File: src/rtl/tt_sel_seq.sv
// Pad-driven user-module selector with power sequencing: synchronises the control
// pads, steps a {branch, block} address over fitted branches and gates power/enable.
module tt_sel_seq #(
  parameter int              G_X        = 16,
  parameter int              G_Y        = 24,
  parameter logic [G_Y-1:0]  MUX_MASK   = '0,
  parameter int              BLK_W      = 4,
  parameter int              BR_W       = 5,
  parameter int              PG_ON_DLY  = 8,
  parameter int              PG_OFF_DLY = 4
) (
  input  logic                  clk,
  input  logic                  rst_n,
  input  logic                  ctrl_sel_rst_n,
  input  logic                  ctrl_sel_inc,
  input  logic                  ctrl_ena,
  output logic [BR_W+BLK_W-1:0] sel_addr,
  output logic [BR_W+BLK_W-1:0] pend_addr,
  output logic                  pg_ena,
  output logic                  um_ena,
  output logic                  busy
);

  localparam int AW = BR_W + BLK_W;

  typedef enum logic [1:0] {
    OFF    = 2'd0,
    PWR_UP = 2'd1,
    ON     = 2'd2,
    PWR_DN = 2'd3
  } state_t;

  // Lowest branch that has a mux fitted; 0 when every branch is masked.
  function automatic logic [BR_W-1:0] first_br();
    logic [G_Y-1:0] sh;
    first_br = '0;
    for (int i = G_Y - 1; i >= 0; i--) begin
      sh = MUX_MASK >> i;
      if (!sh[0]) first_br = BR_W'(i);
    end
  endfunction

  // Next fitted branch after b, wrapping; scanning downwards keeps the nearest hit.
  function automatic logic [BR_W-1:0] next_br(input int b);
    logic [G_Y-1:0] sh;
    next_br = first_br();
    for (int i = G_Y; i >= 1; i--) begin
      sh = MUX_MASK >> ((b + i) % G_Y);
      if (!sh[0]) next_br = BR_W'((b + i) % G_Y);
    end
  endfunction

  localparam logic [BR_W-1:0]  FIRST_BR = first_br();
  localparam logic [BLK_W-1:0] BLK_LAST = BLK_W'(G_X - 1);
  localparam logic [7:0]       ON_LOAD  = 8'(PG_ON_DLY - 1);
  localparam logic [7:0]       OFF_LOAD = 8'(PG_OFF_DLY - 1);

  // Pad synchronisers: bit 0 sel_rst_n, bit 1 sel_inc, bit 2 ena.
  logic [2:0] pad_s1_reg;
  logic [2:0] pad_s2_reg;
  logic       inc_last_reg;

  logic srn_s;
  logic inc_s;
  logic ena_s;
  logic inc_rise;

  assign srn_s    = pad_s2_reg[0];
  assign inc_s    = pad_s2_reg[1];
  assign ena_s    = pad_s2_reg[2];
  assign inc_rise = inc_s & ~inc_last_reg;

  always_ff @(posedge clk) begin
    if (!rst_n) begin
      pad_s1_reg   <= '0;
      pad_s2_reg   <= '0;
      inc_last_reg <= 1'b0;
    end else begin
      pad_s1_reg   <= {ctrl_ena, ctrl_sel_inc, ctrl_sel_rst_n};
      pad_s2_reg   <= pad_s1_reg;
      inc_last_reg <= inc_s;
    end
  end

  // Successor-branch lookup, folded to constants per branch.
  logic [BR_W-1:0] nxt_br_tbl [G_Y];

  genvar gi;
  generate
    for (gi = 0; gi < G_Y; gi++) begin : g_nxt_br
      assign nxt_br_tbl[gi] = next_br(gi);
    end
  endgenerate

  // Pending address counter
  logic [AW-1:0]    pend_addr_reg;
  logic [AW-1:0]    pend_addr_next;
  logic [BR_W-1:0]  br_cur;
  logic [BLK_W-1:0] blk_cur;

  assign br_cur  = pend_addr_reg[AW-1:BLK_W];
  assign blk_cur = pend_addr_reg[BLK_W-1:0];

  always_comb begin
    pend_addr_next = pend_addr_reg;
    if (!srn_s) begin
      pend_addr_next = {FIRST_BR, {BLK_W{1'b0}}};
    end else if (inc_rise) begin
      if (blk_cur < BLK_LAST) begin
        pend_addr_next = {br_cur, blk_cur + 1'b1};
      end else begin
        pend_addr_next = {nxt_br_tbl[br_cur], {BLK_W{1'b0}}};
      end
    end
  end

  always_ff @(posedge clk) begin
    if (!rst_n) begin
      pend_addr_reg <= '0;
    end else begin
      pend_addr_reg <= pend_addr_next;
    end
  end

  // Power sequencer
  state_t        state_reg;
  state_t        state_next;
  logic [7:0]    dly_reg;
  logic [7:0]    dly_next;
  logic [AW-1:0] sel_addr_reg;
  logic [AW-1:0] sel_addr_next;
  logic          pg_ena_reg;
  logic          pg_ena_next;
  logic          um_ena_reg;
  logic          um_ena_next;
  logic          abort;

  // Any loss of request or a moved selection tears the design down.
  assign abort = !ena_s || !srn_s || (pend_addr_reg != sel_addr_reg);

  always_comb begin
    state_next    = state_reg;
    dly_next      = dly_reg;
    sel_addr_next = sel_addr_reg;
    case (state_reg)
      OFF: begin
        if (ena_s && srn_s) begin
          sel_addr_next = pend_addr_reg;
          dly_next      = ON_LOAD;
          state_next    = PWR_UP;
        end
      end
      PWR_UP: begin
        if (abort) begin
          dly_next   = OFF_LOAD;
          state_next = PWR_DN;
        end else if (dly_reg == 8'd0) begin
          state_next = ON;
        end else begin
          dly_next = dly_reg - 8'd1;
        end
      end
      ON: begin
        if (abort) begin
          dly_next   = OFF_LOAD;
          state_next = PWR_DN;
        end
      end
      PWR_DN: begin
        if (dly_reg == 8'd0) begin
          state_next = OFF;
        end else begin
          dly_next = dly_reg - 8'd1;
        end
      end
      default: begin
        state_next = OFF;
      end
    endcase
    // Decoded from the next state so the enables switch on the entry edge.
    pg_ena_next = (state_next != OFF);
    um_ena_next = (state_next == ON);
  end

  always_ff @(posedge clk) begin
    if (!rst_n) begin
      state_reg    <= OFF;
      dly_reg      <= '0;
      sel_addr_reg <= '0;
      pg_ena_reg   <= 1'b0;
      um_ena_reg   <= 1'b0;
    end else begin
      state_reg    <= state_next;
      dly_reg      <= dly_next;
      sel_addr_reg <= sel_addr_next;
      pg_ena_reg   <= pg_ena_next;
      um_ena_reg   <= um_ena_next;
    end
  end

  assign sel_addr  = sel_addr_reg;
  assign pend_addr = pend_addr_reg;
  assign pg_ena    = pg_ena_reg;
  assign um_ena    = um_ena_reg;
  assign busy      = (state_reg == PWR_UP) || (state_reg == PWR_DN);

endmodule

File: config.mk
export PLATFORM = sky130hd
export DESIGN_NAME = tt_sel_seq
export DESIGN_NICKNAME = d
export VERILOG_FILES = /design/src/rtl/tt_sel_seq.sv
export SDC_FILE = /design/constraint.sdc
export NUM_CORES = 1
export LEC_CHECK = 0
export ABC_AREA = 1
export BUFFER_PORTS_ARGS = -buffer_cell sky130_fd_sc_hd__buf_2
export CAP_MARGIN = 20
export CORE_MARGIN = 8
export CORE_UTILIZATION = 45
export DETAILED_ROUTE_END_ITERATION = 12
export PLACE_DENSITY = 0.72
export SLEW_MARGIN = 15
export SYNTH_ARGS = -nofsm -noshare
export SYNTH_HDL_FRONTEND = slang
export SYNTH_SLANG_ARGS = --single-unit
File: constraint.sdc
create_clock -name clk -period 1.6 [get_ports clk]
set_clock_uncertainty 0.1 [all_clocks]
set_input_delay 0.24 -clock clk [delete_from_list [all_inputs] [get_ports clk]]
set_output_delay 0.24 -clock clk [all_outputs]
set_load 0.01 [all_outputs]
* After elaboration in Yosys (flattened, before gate mapping)
Memory sizes are Yosys's and may differ from the RTL's. A register that Yosys moved wholly into a read port is not among the register bits. Index checks and enable logic that the tools add are counted.
Word-level totals: output and inout bits 21, register bits 32, ROM bits 160, latch bits 0, bits of input ports 5, bits in writable memories 0, memories kept 1
Memory list:
- (name not given) | words 32, bits a word 5, rd ports 1, clocked after Yosys merged registers in 1, wr ports 0, line 112 | pend_addr_next = {nxt_br_tbl[br_cur], {BLK_W{1'b0}}};
Cells by class: $mul 0, magnitude comparators 1, equal/unequal tests 7, reduce and logical (&&, ||, !) cells 14, shift-type cells 0, mux-type cells 12, div/mod/pow operators 0, bitwise logic cells 4, add/sub/neg operators 2
Operators with widths (number):
- $mux 8 | 4
- $pmux 8 s4 | 1
- $mux 2 | 5
- $ne 9x9->1 | 1
- $logic_not 8->1 | 1
- $pmux 2 s4 | 1
- $reduce_and 2->1 | 4
- $sub 8x1->8 const B | 1
- $eq 2x2->1 const B | 3
- $not 5->6 | 1
- $add 4x1->4 const B | 1
- $lt 4x4->1 const B | 1
- $mux 4 | 1
- $ne 2x2->1 const B | 2
- $logic_not 1->1 | 3
- $logic_or 1x1->1 | 3
- $eq 2x1->1 const B | 1
- $logic_not 2->1 | 1
- $not 1->1 | 2
- $reduce_bool 2->1 | 1
- $and 1x1->1 | 1
- $logic_and 1x1->1 | 1

* Longest topological paths before layout
depth in word-level cells 6, mapped depth 12

* Worst setup path before layout
Ideal clock, no wire load.
path kind reg-to-reg, start point register pend_addr_reg[0], in the netlist pend_addr[0], end point register dly_reg[2], setup slack 0.036 ns, required time 1.383 ns, library setup time 0.117 ns, cell stages (with the launch flop) 11, period minus slack after synthesis 1.564 ns, arrival 1.347 ns, buffers on the path 1, path through dfxtp_1 inv_1 a21oi_1 nand2_1 nor2_1 nand3_2 nand2_2 nand2_4 buf_6 o21ai_0 nor2_1
On the way: word-level cells in the longest chain between the ends 4
RTL lines:
- from (decl) | line 96 | logic [AW-1:0] pend_addr_reg;
- from (signal assigned) | line 121 | pend_addr_reg <= pend_addr_next;
- $ne 9x9->1 * | line 139 | assign abort = !ena_s || !srn_s || (pend_addr_reg != sel_addr_reg);
- $logic_or 1x1->1 * | line 139
- $mux 8 or $ne 2x2->1 (tied branches)
- $pmux 8 s4 or $reduce_and 2->1 (tied branches)
- to (signal assigned) | line 194 | dly_reg <= dly_next;
- to (decl) | line 128 | logic [7:0] dly_reg;
Mark *: on every way between the ends. The rest lies on a longest branch, timed or not. A chain may end at the register's enable or synchronous reset.

* Worst setup path in the final report
start point register pend_addr_reg[0], in the netlist pend_addr[0], end point register um_ena_reg, in the netlist um_ena
On the way: word-level cells in the longest chain between the ends 5
RTL lines:
- $ne 9x9->1 * | line 139
- $logic_or 1x1->1 * | line 139
- $mux 2 (on tied branches) | line 164, 154
- $pmux 2 s4 * | line 145 | case (state_reg)
- $eq 2x2->1 * | line 182 | um_ena_next = (state_next == ON);
- to (signal assigned) | line 197 | um_ena_reg <= um_ena_next;
- to (decl) | line 134 | logic um_ena_reg;
Marks and branches as above.

==> flow_metrics.tcl <==
set metrics [dict create \
    synthTopCellsByArea "dfxtp_1, nand2_1, inv_1, a21oi_1, nor2_1" \
    worst_ep_required_time_ps 1740 \
    switching_share 0.377 \
    fill_cells 331 \
    worst_path_max_delay_cell "dfxtp_2" \
    clkTransAtPathRegs_ps 70 \
    tightest_slew_ps 452 \
    synthArstFlopShare 0 \
    powerDensity_nw_per_um2 1440 \
    synth_top_cell_by_area "dfxtp_1" \
    ios 26 \
    final_cells 345 \
    synthTopCellsByCount "nand2_1, inv_1, dfxtp_1" \
    drtPass1Iterations 4 \
    syn_nets 264 \
    vias 1643 \
    num-nets-final 305 \
    power_mw 3.21 \
    ant_nets 0 \
    core_um2 3690 \
    ctsRootBufferMaster "clkbuf_8" \
    drt_iter0_drc 103 \
    drv_cap 0 \
    path_cells "inv_2 > a21oi_2 > nand2_1 > nor2_2 > nand3_4 > nand2_2 > nand3_2 > or2_2 > inv_1" \
    syn_inst 255 \
    clock-sinks 37 \
    drc 0 \
    holdBufCountCts 0 \
    cp-end-kind "flip-flop" \
    period_share 0.961 \
    met2_length_mm 1.70 \
    fin_util 0.607 \
    yosysWarnings 0 \
    p_seq_frac 0.370 \
    area_growth_pct 28.6 \
    synth_edf_count 0 \
    htree_levels 2 \
    first_global_vias 1508 \
    wire_per_inst_um 11.0 \
    path_buf_inv 2 \
    cts_tree "done" \
    wl_met3_um 207 \
    grt_max_degree 20 \
    crit_fanout 4 \
    wl_mm 3.79 \
    hold_violations 0 \
    setup_violations 0 \
    maxSlewViolCount 0 \
    status "complete, no violations" \
    p_leak_nw 1.12 \
    synth-seq-area-share 0.425 \
    finalCriticalPeriod_ps 1540 \
    wl_met1_mm 1.83 \
    cpPeakStageDelay_ps 350 \
    power.share.combinational 0.382 \
    routed.top_layer "met4" \
    cp-start-kind "flip-flop" \
    yosysUniqueCellTypes 25 \
    routabilityCongestion 0.803 \
    relSlewSlack 0.697 \
    pwr-share-clk 0.248 \
    cp_top_family "simple AND/OR/NAND/NOR gates" \
    synth.avg_cell_area_um2 6.83 \
    rows 22 \
    vias_per_cell 4.76 \
    gr-total-overflow 0 \
    rsz0062_at_grt "yes" \
    ys_seq_elements 37 \
    crit_arrival_ps 1670 \
    power.internal_mw 2.00 \
    initial_core_util 0.472 \
    cts_buffer_depth 2 \
    dp_hpwl_mm 2.67 \
    synth_ff_type "dfxtp_1" \
    die-area_um2 6120 \
    hold_class "in -> reg" \
    io_buffers 25 \
    p_switching_mw 1.21 \
    clk_latency_ps 290 \
    synth_most_common_cell "nand2_1" \
    path_class "reg -> reg" \
    yosysTopAreaCellShare 0.425 \
    fmax_mhz 650 \
    drive_gt1_frac 0.313 \
    irDropWorstVdd_uv 971 \
    tns_ps 0 \
    die_x_um 78.2 \
    grt_antenna_before_repair 0 \
    cts_made_buffers 5 \
    diodes 0 \
    synth_area_um2 1740 \
    grt_pass1_wl_mm 6.36 \
    dieHeight_um 78.2 \
    grt_util_all_layers 0.126 \
    numPlacedInstances 331 \
]
power by group through the flow:
stage / registers (mW) / logic [mW] / clock network, mW
after floorplan: 1.17 / 0.876 / 0
after global placement: 1.20 / 1.06 / 0
after detailed placement: 1.20 / 1.07 / 0
after CTS: 1.18 / 1.09 / 0.821
after global routing: 1.21 / 1.39 / 0.852
final: 1.19 / 1.23 / 0.797
through the flow:
| step | setup WS, ps | area (um2) | hold WS [ps] |
|---|---|---|---|
| finish | 62.6 | 2240 | 26.2 |
| global route | -47.5 | 2240 | 40.0 |
| CTS | 0.919 | 2070 | 18.4 |
| detailed placement | 22.6 | 1960 | 300 |
| global placement | 43.3 | 1960 | 293 |
| floorplan | 35.7 | 1740 | 238 |
area by class of cell:
cell class	instances	area (um2)	area share
inverters	46	175	0.0782
repair buffers	40	238	0.106
flip-flops and latches	37	766	0.342
multi-input cells	166	890	0.397
well taps	48	60.1	0.0268
clock inverters	2	38.8	0.0173
clock buffers	6	72.6	0.0324
layout by cell type, fill, tap and decap left out, drive strengths merged, types with 4 or more instances in the layout:
cell	instances
buf	40
a21oi	20
ha	4
inv	46
nor2	22
dfxtp	37
nand3	13
nand2	76
o21ai	16
clkbuf	6
worst min-delay path: stages:
cell     delay (ps)
buf_2            70
nand2_1          40
inv_1            40
logic make-up (layout without fill, tap and decap cells):
kind of cell	count (synthesis)	count (layout)	share of synthesized area
simple gates	117	118	0.279
buf+inv	53	94	0.126
compound gates	38	38	0.111
flops	37	37	0.425
xor+xnor	6	6	0.0302
fa+ha+maj	4	4	0.0287
repair_timing:
| action | in CTS | in global routing |
|---|---|---|
| gates resized for setup | 2 | 44 |
| setup buffers | 0 | 5 |
| gates cloned | 0 | 1 |
| pin swaps | 0 | 10 |
| setup endpoints to repair | 3 | 12 |
worst paths after layout:
kind,start,end,slack [ps],depth (start not counted)
worst max-delay path,pend_addr[0]$_SDFFE_PN0P_,um_ena$_SDFF_PN0_,60,9
worst max register to register,pend_addr[0]$_SDFFE_PN0P_,um_ena$_SDFF_PN0_,60,9
worst min register to register,pad_s1_reg[2]$_SDFF_PN0_,pad_s2_reg[2]$_SDFF_PN0_,310,2
worst min-delay path,ctrl_sel_rst_n,pad_s1_reg[0]$_SDFF_PN0_,30,3
routing by layer:
metal,track usage,vias to the layer above
li1,-,870
met1,0.153,735
met2,0.201,33
met3,0.0421,5
met4,0.0444,0
met5,0,-
No activity file was read; power rests on OpenSTA's default activity.
